## config.mk

```make
export PLATFORM = sky130hd
export DESIGN_NAME = i2s_tx
export DESIGN_NICKNAME = d
export VERILOG_FILES = /design/src/rtl/i2s_tx.sv
export SDC_FILE = /design/constraint.sdc
export NUM_CORES = 1
export LEC_CHECK = 0
export BUFFER_PORTS_ARGS = -buffer_cell sky130_fd_sc_hd__buf_2
export CORE_UTILIZATION = 40
export DETAILED_ROUTE_END_ITERATION = 10
export SLEW_MARGIN = 20
export SYNTH_ARGS = -nofsm -noshare
export SYNTH_HDL_FRONTEND = slang
export SYNTH_SLANG_ARGS = --single-unit
```

## constraint.sdc

```tcl
create_clock -name clk -period 4.5 [get_ports clk]
set_input_delay 0.225 -clock clk [delete_from_list [all_inputs] [get_ports clk]]
set_output_delay 0.225 -clock clk [all_outputs]
set_load 0.02 [all_outputs]
```

## src/rtl/i2s_tx.sv

```systemverilog
// Stereo I2S transmitter: one-entry sample-pair buffer feeding a fixed-frame MSB-first serializer.
// Outputs are registered one cycle behind the counters; in_ready drops while the buffer holds a pair.
module i2s_tx #(
  parameter int SAMPLE_WIDTH = 24,
  parameter int SLOT_WIDTH   = 32,
  parameter int BCLK_DIV     = 4
) (
  input  logic                    clk,
  input  logic                    reset,
  input  logic                    enable_i,
  input  logic                    in_valid_i,
  output logic                    in_ready_o,
  input  logic [SAMPLE_WIDTH-1:0] in_left_i,
  input  logic [SAMPLE_WIDTH-1:0] in_right_i,
  output logic                    bclk_o,
  output logic                    lrck_o,
  output logic                    sdata_o,
  output logic                    frame_start_o,
  output logic                    underrun_o
);

  localparam int FRAME_BITS = 2 * SLOT_WIDTH;
  localparam int DIV_W      = $clog2(BCLK_DIV);
  localparam int B_W        = $clog2(FRAME_BITS);

  localparam logic [DIV_W-1:0] DIV_LAST = DIV_W'(BCLK_DIV - 1);
  localparam logic [DIV_W-1:0] DIV_HALF = DIV_W'(BCLK_DIV / 2);
  localparam logic [B_W-1:0]   B_LAST   = B_W'(FRAME_BITS - 1);
  localparam logic [B_W-1:0]   LR_FIRST = B_W'(SLOT_WIDTH - 1);
  localparam logic [B_W-1:0]   LR_LAST  = B_W'(FRAME_BITS - 2);

  logic [DIV_W-1:0]        div_q, div_d;
  logic [B_W-1:0]          b_q, b_d;
  logic                    buf_full_q, buf_full_d;
  logic [SAMPLE_WIDTH-1:0] buf_l_q, buf_l_d;
  logic [SAMPLE_WIDTH-1:0] buf_r_q, buf_r_d;
  logic [FRAME_BITS-1:0]   frame_q, frame_d;
  logic                    bclk_q, bclk_d;
  logic                    lrck_q, lrck_d;
  logic                    sdata_q, sdata_d;
  logic                    fs_q, fs_d;
  logic                    ur_q, ur_d;

  logic                    accept;
  logic                    div_wrap;
  logic                    load;
  logic [FRAME_BITS-1:0]   buf_frame;

  // Frame image is indexed by bit period rather than shifted: bit b sits at FRAME_BITS-1-b.
  always_comb begin
    accept    = in_valid_i && !buf_full_q;
    div_wrap  = (div_q == DIV_LAST);
    load      = enable_i && div_wrap && (b_q == B_LAST);
    buf_frame = '0;
    buf_frame[FRAME_BITS-1 -: SAMPLE_WIDTH] = buf_l_q;
    buf_frame[SLOT_WIDTH-1 -: SAMPLE_WIDTH] = buf_r_q;
  end

  always_comb begin
    div_d = '0;
    b_d   = B_LAST;
    if (enable_i) begin
      div_d = div_wrap ? '0 : div_q + DIV_W'(1);
      b_d   = b_q;
      if (div_wrap) begin
        b_d = (b_q == B_LAST) ? '0 : b_q + B_W'(1);
      end
    end
  end

  // An accept coinciding with a load lands in the buffer; the frame being loaded still sees it empty.
  always_comb begin
    buf_full_d = buf_full_q;
    buf_l_d    = buf_l_q;
    buf_r_d    = buf_r_q;
    if (load) begin
      buf_full_d = accept;
    end else if (accept) begin
      buf_full_d = 1'b1;
    end
    if (accept) begin
      buf_l_d = in_left_i;
      buf_r_d = in_right_i;
    end
  end

  always_comb begin
    frame_d = frame_q;
    if (!enable_i) begin
      frame_d = '0;
    end else if (load) begin
      frame_d = buf_full_q ? buf_frame : '0;
    end
  end

  always_comb begin
    bclk_d  = enable_i && (div_q >= DIV_HALF);
    lrck_d  = enable_i && (b_q >= LR_FIRST) && (b_q <= LR_LAST);
    sdata_d = enable_i && frame_q[B_LAST - b_q];
    fs_d    = enable_i && (b_q == '0) && (div_q == '0);
    ur_d    = load && !buf_full_q;
  end

  always_ff @(posedge clk) begin
    if (reset) begin
      div_q      <= '0;
      b_q        <= B_LAST;
      buf_full_q <= 1'b0;
      buf_l_q    <= '0;
      buf_r_q    <= '0;
      frame_q    <= '0;
      bclk_q     <= 1'b0;
      lrck_q     <= 1'b0;
      sdata_q    <= 1'b0;
      fs_q       <= 1'b0;
      ur_q       <= 1'b0;
    end else begin
      div_q      <= div_d;
      b_q        <= b_d;
      buf_full_q <= buf_full_d;
      buf_l_q    <= buf_l_d;
      buf_r_q    <= buf_r_d;
      frame_q    <= frame_d;
      bclk_q     <= bclk_d;
      lrck_q     <= lrck_d;
      sdata_q    <= sdata_d;
      fs_q       <= fs_d;
      ur_q       <= ur_d;
    end
  end

  assign in_ready_o    = !buf_full_q;
  assign bclk_o        = bclk_q;
  assign lrck_o        = lrck_q;
  assign sdata_o       = sdata_q;
  assign frame_start_o = fs_q;
  assign underrun_o    = ur_q;

endmodule
```

**Word level (Yosys, flattened, before mapping)**

Cells that the tools add are included.

- Register bits: 126
- Word-level logic and storage cells: 43

- Bitwise operators: 1
- Reduce and logical (&&, ||, !) cells: 16
- Equality and inequality tests: 2
- Add/subtract/negate cells: 3
- Mux-type cells: 6
- Magnitude comparators: 4

Operators with widths:

| cell | number |
|---|---|
| 64-bit 2-to-1 mux | 1 |
| 1-bit logical AND | 10 |
| 6-bit by 7-bit less-than comparator with 1-bit output, second input constant | 1 |
| 6-bit by 1-bit adder with 6-bit output, second input constant | 1 |
| 1-bit binary-select mux with 6-bit select | 1 |
| 6-bit equality test, second input constant | 1 |
| 6-bit by 5-bit greater-or-equal comparator with 1-bit output, second input constant | 1 |
| 6-bit <= comparator, second input constant | 1 |
| 6-bit zero test | 1 |
| 6-bit 2-to-1 mux | 1 |
| 6-bit subtractor, first input constant | 1 |
| 1-bit 2-to-1 mux | 3 |
| 3-bit OR reduction | 1 |
| 2-bit by 1-bit adder with 2-bit output, second input constant | 1 |
| 2-bit equality test, second input constant | 1 |
| 2-bit greater-or-equal comparator, second input constant | 1 |
| 2-bit zero test | 1 |
| 2-bit nonzero test | 1 |
| 2-bit OR reduction | 1 |
| 1-bit zero test | 1 |
| 1-bit inverter | 1 |

**Depth between registers and ports, before layout**

- Word-level depth: 4
- Depth in mapped cells: 10
- Mapped depth without buffers: 6

**Worst setup path before layout**

OpenSTA, ideal clock, no wires.

- Path type: register to register
- Start point: register b_q[1]
- End point: register sdata_q, in the netlist sdata_o
- Slack: 2,666 ps
- Arrival time: 1,701 ps
- Stages on the path, launching flop included: 6
- Library setup time: 133 ps
- Buffers on the path: 1
- Clock period less this slack: 1,834 ps
- Path through: dfxtp_1 buf_6 mux4_1 mux4_2 a31oi_1 a31oi_1

- Word-level cells in the longest chain between the ends: 4

Ends and longest elaborated chain:

| element | line | RTL |
|---|---|---|
| from (decl) | 33 | `logic [B_W-1:0] b_q, b_d;` |
| from (signal assigned) | 107 | `b_q <= B_LAST;` |
| from (signal assigned) | 119 | `b_q <= b_d;` |
| 6-bit subtractor | 99 | `sdata_d = enable_i && frame_q[B_LAST - b_q];` |
| 1-bit binary-select mux with 6-bit select | 99 |  |
| 1-bit 2-to-1 mux (implied by the code) | 99 |  |
| 1-bit logical AND | 99 |  |
| to (signal assigned) | 126 | `sdata_q <= sdata_d;` |
| to (decl) | 40 | `logic sdata_q, sdata_d;` |

Every way passes these cells. The select of a mux whose other input is x is not followed.
A chain may end at the register's enable or synchronous reset.

**Final worst setup path**

- Start point: register b_q[1]
- End point: register frame_q[50]

- Word-level cells in the longest chain between the ends: 2

Ends and longest elaborated chain:

| element | line | RTL |
|---|---|---|
| 6-bit equality test | 53 | `load = enable_i && div_wrap && (b_q == B_LAST);` |
| 1-bit logical AND | 53 |  |
| to (signal assigned) | 123 | `frame_q <= frame_d;` |
| to (decl) | 37 | `logic [FRAME_BITS-1:0] frame_q, frame_d;` |

Every way passes these cells.

==> out/results.ini <==
[status]
status=finished clean

[global_routing]
grt_overflow=0
top_usage_layer=met2
first_global_vias=3387
antenna_found_initial=0
grt_max_degree=54
grt_usage_pct=17.2
grt_use_met3_pct=2.55
met2_usage_pct=28.1
grt_pass1_wl_mm=15.6
grt_use_met1_pct=22.3

[timing]
tightestPinTransition_ps=1060
setup_violations=0
fin_crit_ps=2690
fin_ws_ps=1810
rsz0062_at_grt=false
hold_ws_ps=82.1
finClkSkew_ps=7.49
period_share_pct=59.8
maxSlewViolCount=0
hold_viol_final=0
tns_ps=0
relSlewSlack_pct=29.5
fmax_mhz=372

[layout]
design_area_um2=4920
n_antenna_cell=0
nets=611
ff_latch_area_um2=2200
multiInputGateArea_um2=1970
fill_cells=1041
synthToLayoutAreaGrowth_pct=11.8
drive_gt1_share_pct=16.4

[worst_setup_path]
critPathArrivalTime_ps=2960
worstSetupStartpointType=flip-flop
critPathBufInv=2
path_max_fanout=25
worstSetupEndpointType=flip-flop
crit_family=simple AND/OR/NAND/NOR gates
cpPeakStageDelay_ps=780
crit_slowest_cell=and2_1
worstSetupPathType=reg2reg
path_cells=buf_4 -> ha_1 -> nand4_1 -> nor2_1 -> and2_1 -> buf_12 -> nor2_1 -> nor3_1
required_ps=4770
crit_path_frequent_cell=nor2_1

[route]
routed_wl_mm=9.22
post_drt_wl_per_cell_um=13.3
dr.pass1.iters=4
drc=0
viasPerCell=5.12
drt-initial-drc-count=120
dr_total_vias=3543
antenna_left=0

[placement]
dpl_cell_area_um2=4710
place_ws_ps=1800
place_hpwl_mm=6.08
globalplace.congestion=0.774
portBuffers=57

[clock_tree]
postCtsSetupBuffers=0
postCtsResizedCells=0
clock_latency_ps=370
clkSlewWorstSetupHoldPaths_ps=100
clock-sinks=110
ctsHoldBuffers=0
numCtsBuffers=9
root_buffer=clkbuf_8
cts_buffer_depth=2
cts_tree=done
htreeDepth=3

[die]
io_pins=58
core_um2=10500
die_area_um2=11400
num_rows=37
die-width_um=107
start_util_pct=41.9
die_h_um=107

[power_and_ir_drop]
p_leak_nw=1.92
power_density_nw_per_um2=359
sw_frac_of_total_pct=22.7
power.switching_mw=0.400
p_seq_share_pct=57.8
finalPower_mw=1.76
internal-power_mw=1.36
p_clk_share_pct=35.9
power_frac_comb_pct=6.3
vdd_drop_max_mv=0.150

[synth]
synth.cell_area_um2=4400
postSynthAreaPerCell_um2=8.35
syn_nets=585
synth_seq_cells=110
synth_top_area_share_pct=50.1
yosysWarnings=0
synthTopCellsByArea=dfxtp_1 (50%), a21oi_1 (11%), nand2_1 (8.8%), nor3_1 (5.8%), nor2_1 (4.6%)
synth-seq-area-share_pct=50.1
synth_cells=527
synth.distinct_cells=38
synth_area_leader_cell=dfxtp_1

[hold_path]
hp-class=in2reg

[run]
drv_cap=0

-- power by group through the flow --
stage,Combinational [mW],Clock (mW),Sequential (mW)
2_1_floorplan,0.0776,0,1.03
3_3_place_gp,0.110,0,1.04
3_5_place_dp,0.113,0,1.04
4_1_cts,0.113,0.648,1.02
5_1_grt,0.128,0.685,1.02
6_report,0.111,0.633,1.02
-- kinds of logic (layout without fill, tap and decap cells) --
family / after synthesis / in the layout / share of synthesized area (%)
AOI/OAI and AO/OA: 111 / 111 / 13.0
xor gates and xnor gates: 5 / 5 / 0.996
adders and majority gates: 6 / 6 / 1.71
buffers and inverters: 54 / 83 / 5.29
DFF: 110 / 110 / 50.1
muxes: 17 / 17 / 7.37
and+or+nand+nor: 224 / 224 / 21.6
-- final timing paths --
kind,from,end,slack [ps],cells past startpoint
max reg2reg,b_q[1],frame_q[50],1810,8
min,in_left_i[0],buf_l_q[0],80,3
max,b_q[1],frame_q[50],1810,8
min reg2reg,buf_l_q[15],buf_l_q[15],460,2
-- per-layer routing --
layer,up-vias,share of wire (%)
met5,-,0
met4,0,1.4
met3,12,3.3
met2,57,46
met1,1652,49
li1,1822,-
-- cell type report --
class                           instances  area share [%]
Timing Repair Buffer                   62            6.82
Tap cell                              136            3.46
Sequential cell                       110            44.8
Clock buffer                           10            2.80
Multi-Input combinational cell        363            40.1
Inverter                                7           0.534
Clock inverter                          4            1.48
-- placed cells by master, fill, tap and decap left out, drive strengths merged, types with 3 or more instances in the layout --
cell type  synthesis  routed
mux4              11      11
a21oi             97      97
buf               14      62
ha                 6       6
dfxtp            110     110
nand2            103     103
inv                6       6
nor3              51      51
nor2              54      54
xnor2              3       3
mux2               4       4
clkbuf            33      10
o22ai              3       3
o21ai              5       5
-- flip-flops by register name, indices dropped and copies added (netlist names), 2 cells and up --
signal / cells
frame_q: 48
buf_l_q: 24
buf_r_q: 24
b_q: 6
div_q: 2
-- synth_stat cells --
cell type	count
o31ai_1	1
buf_1	2
a211oi_1	1
ha_1	6
o21ai_0	5
a31oi_1	2
mux4_2	8
nand3_1	2
buf_2	8
buf_4	3
buf_6	1
mux4_1	3
nor4bb_1	1
xnor2_1	3
clkbuf_2	1
mux2i_1	2
nor2_1	54
xor2_1	2
clkinv_1	1
and3_1	1
o22ai_1	3
a22oi_1	1
nor2b_1	2
nand4_1	2
clkbuf_1	32
nor4b_1	1
mux2_2	4
nor4_1	1
o211ai_1	1
nor3_1	51
dfxtp_1	110
inv_1	6
or2_2	1
a21oi_1	97
or3_1	2
nand2b_1	2
and2_1	1
nand2_1	103
-- stage by stage --
stage	util [%]	instances
6_report	46.8	692
5_1_grt	46.8	692
4_1_cts	46.8	692
3_5_place_dp	44.8	678
3_3_place_gp	44.8	678
2_1_floorplan	-	527
-- tightest hold or removal path, cell delays in order --
cell,delay (ps)
buf_2,90
nand2_1,40
a21oi_1,50
Note: power is estimated with default switching activity, not from simulation.
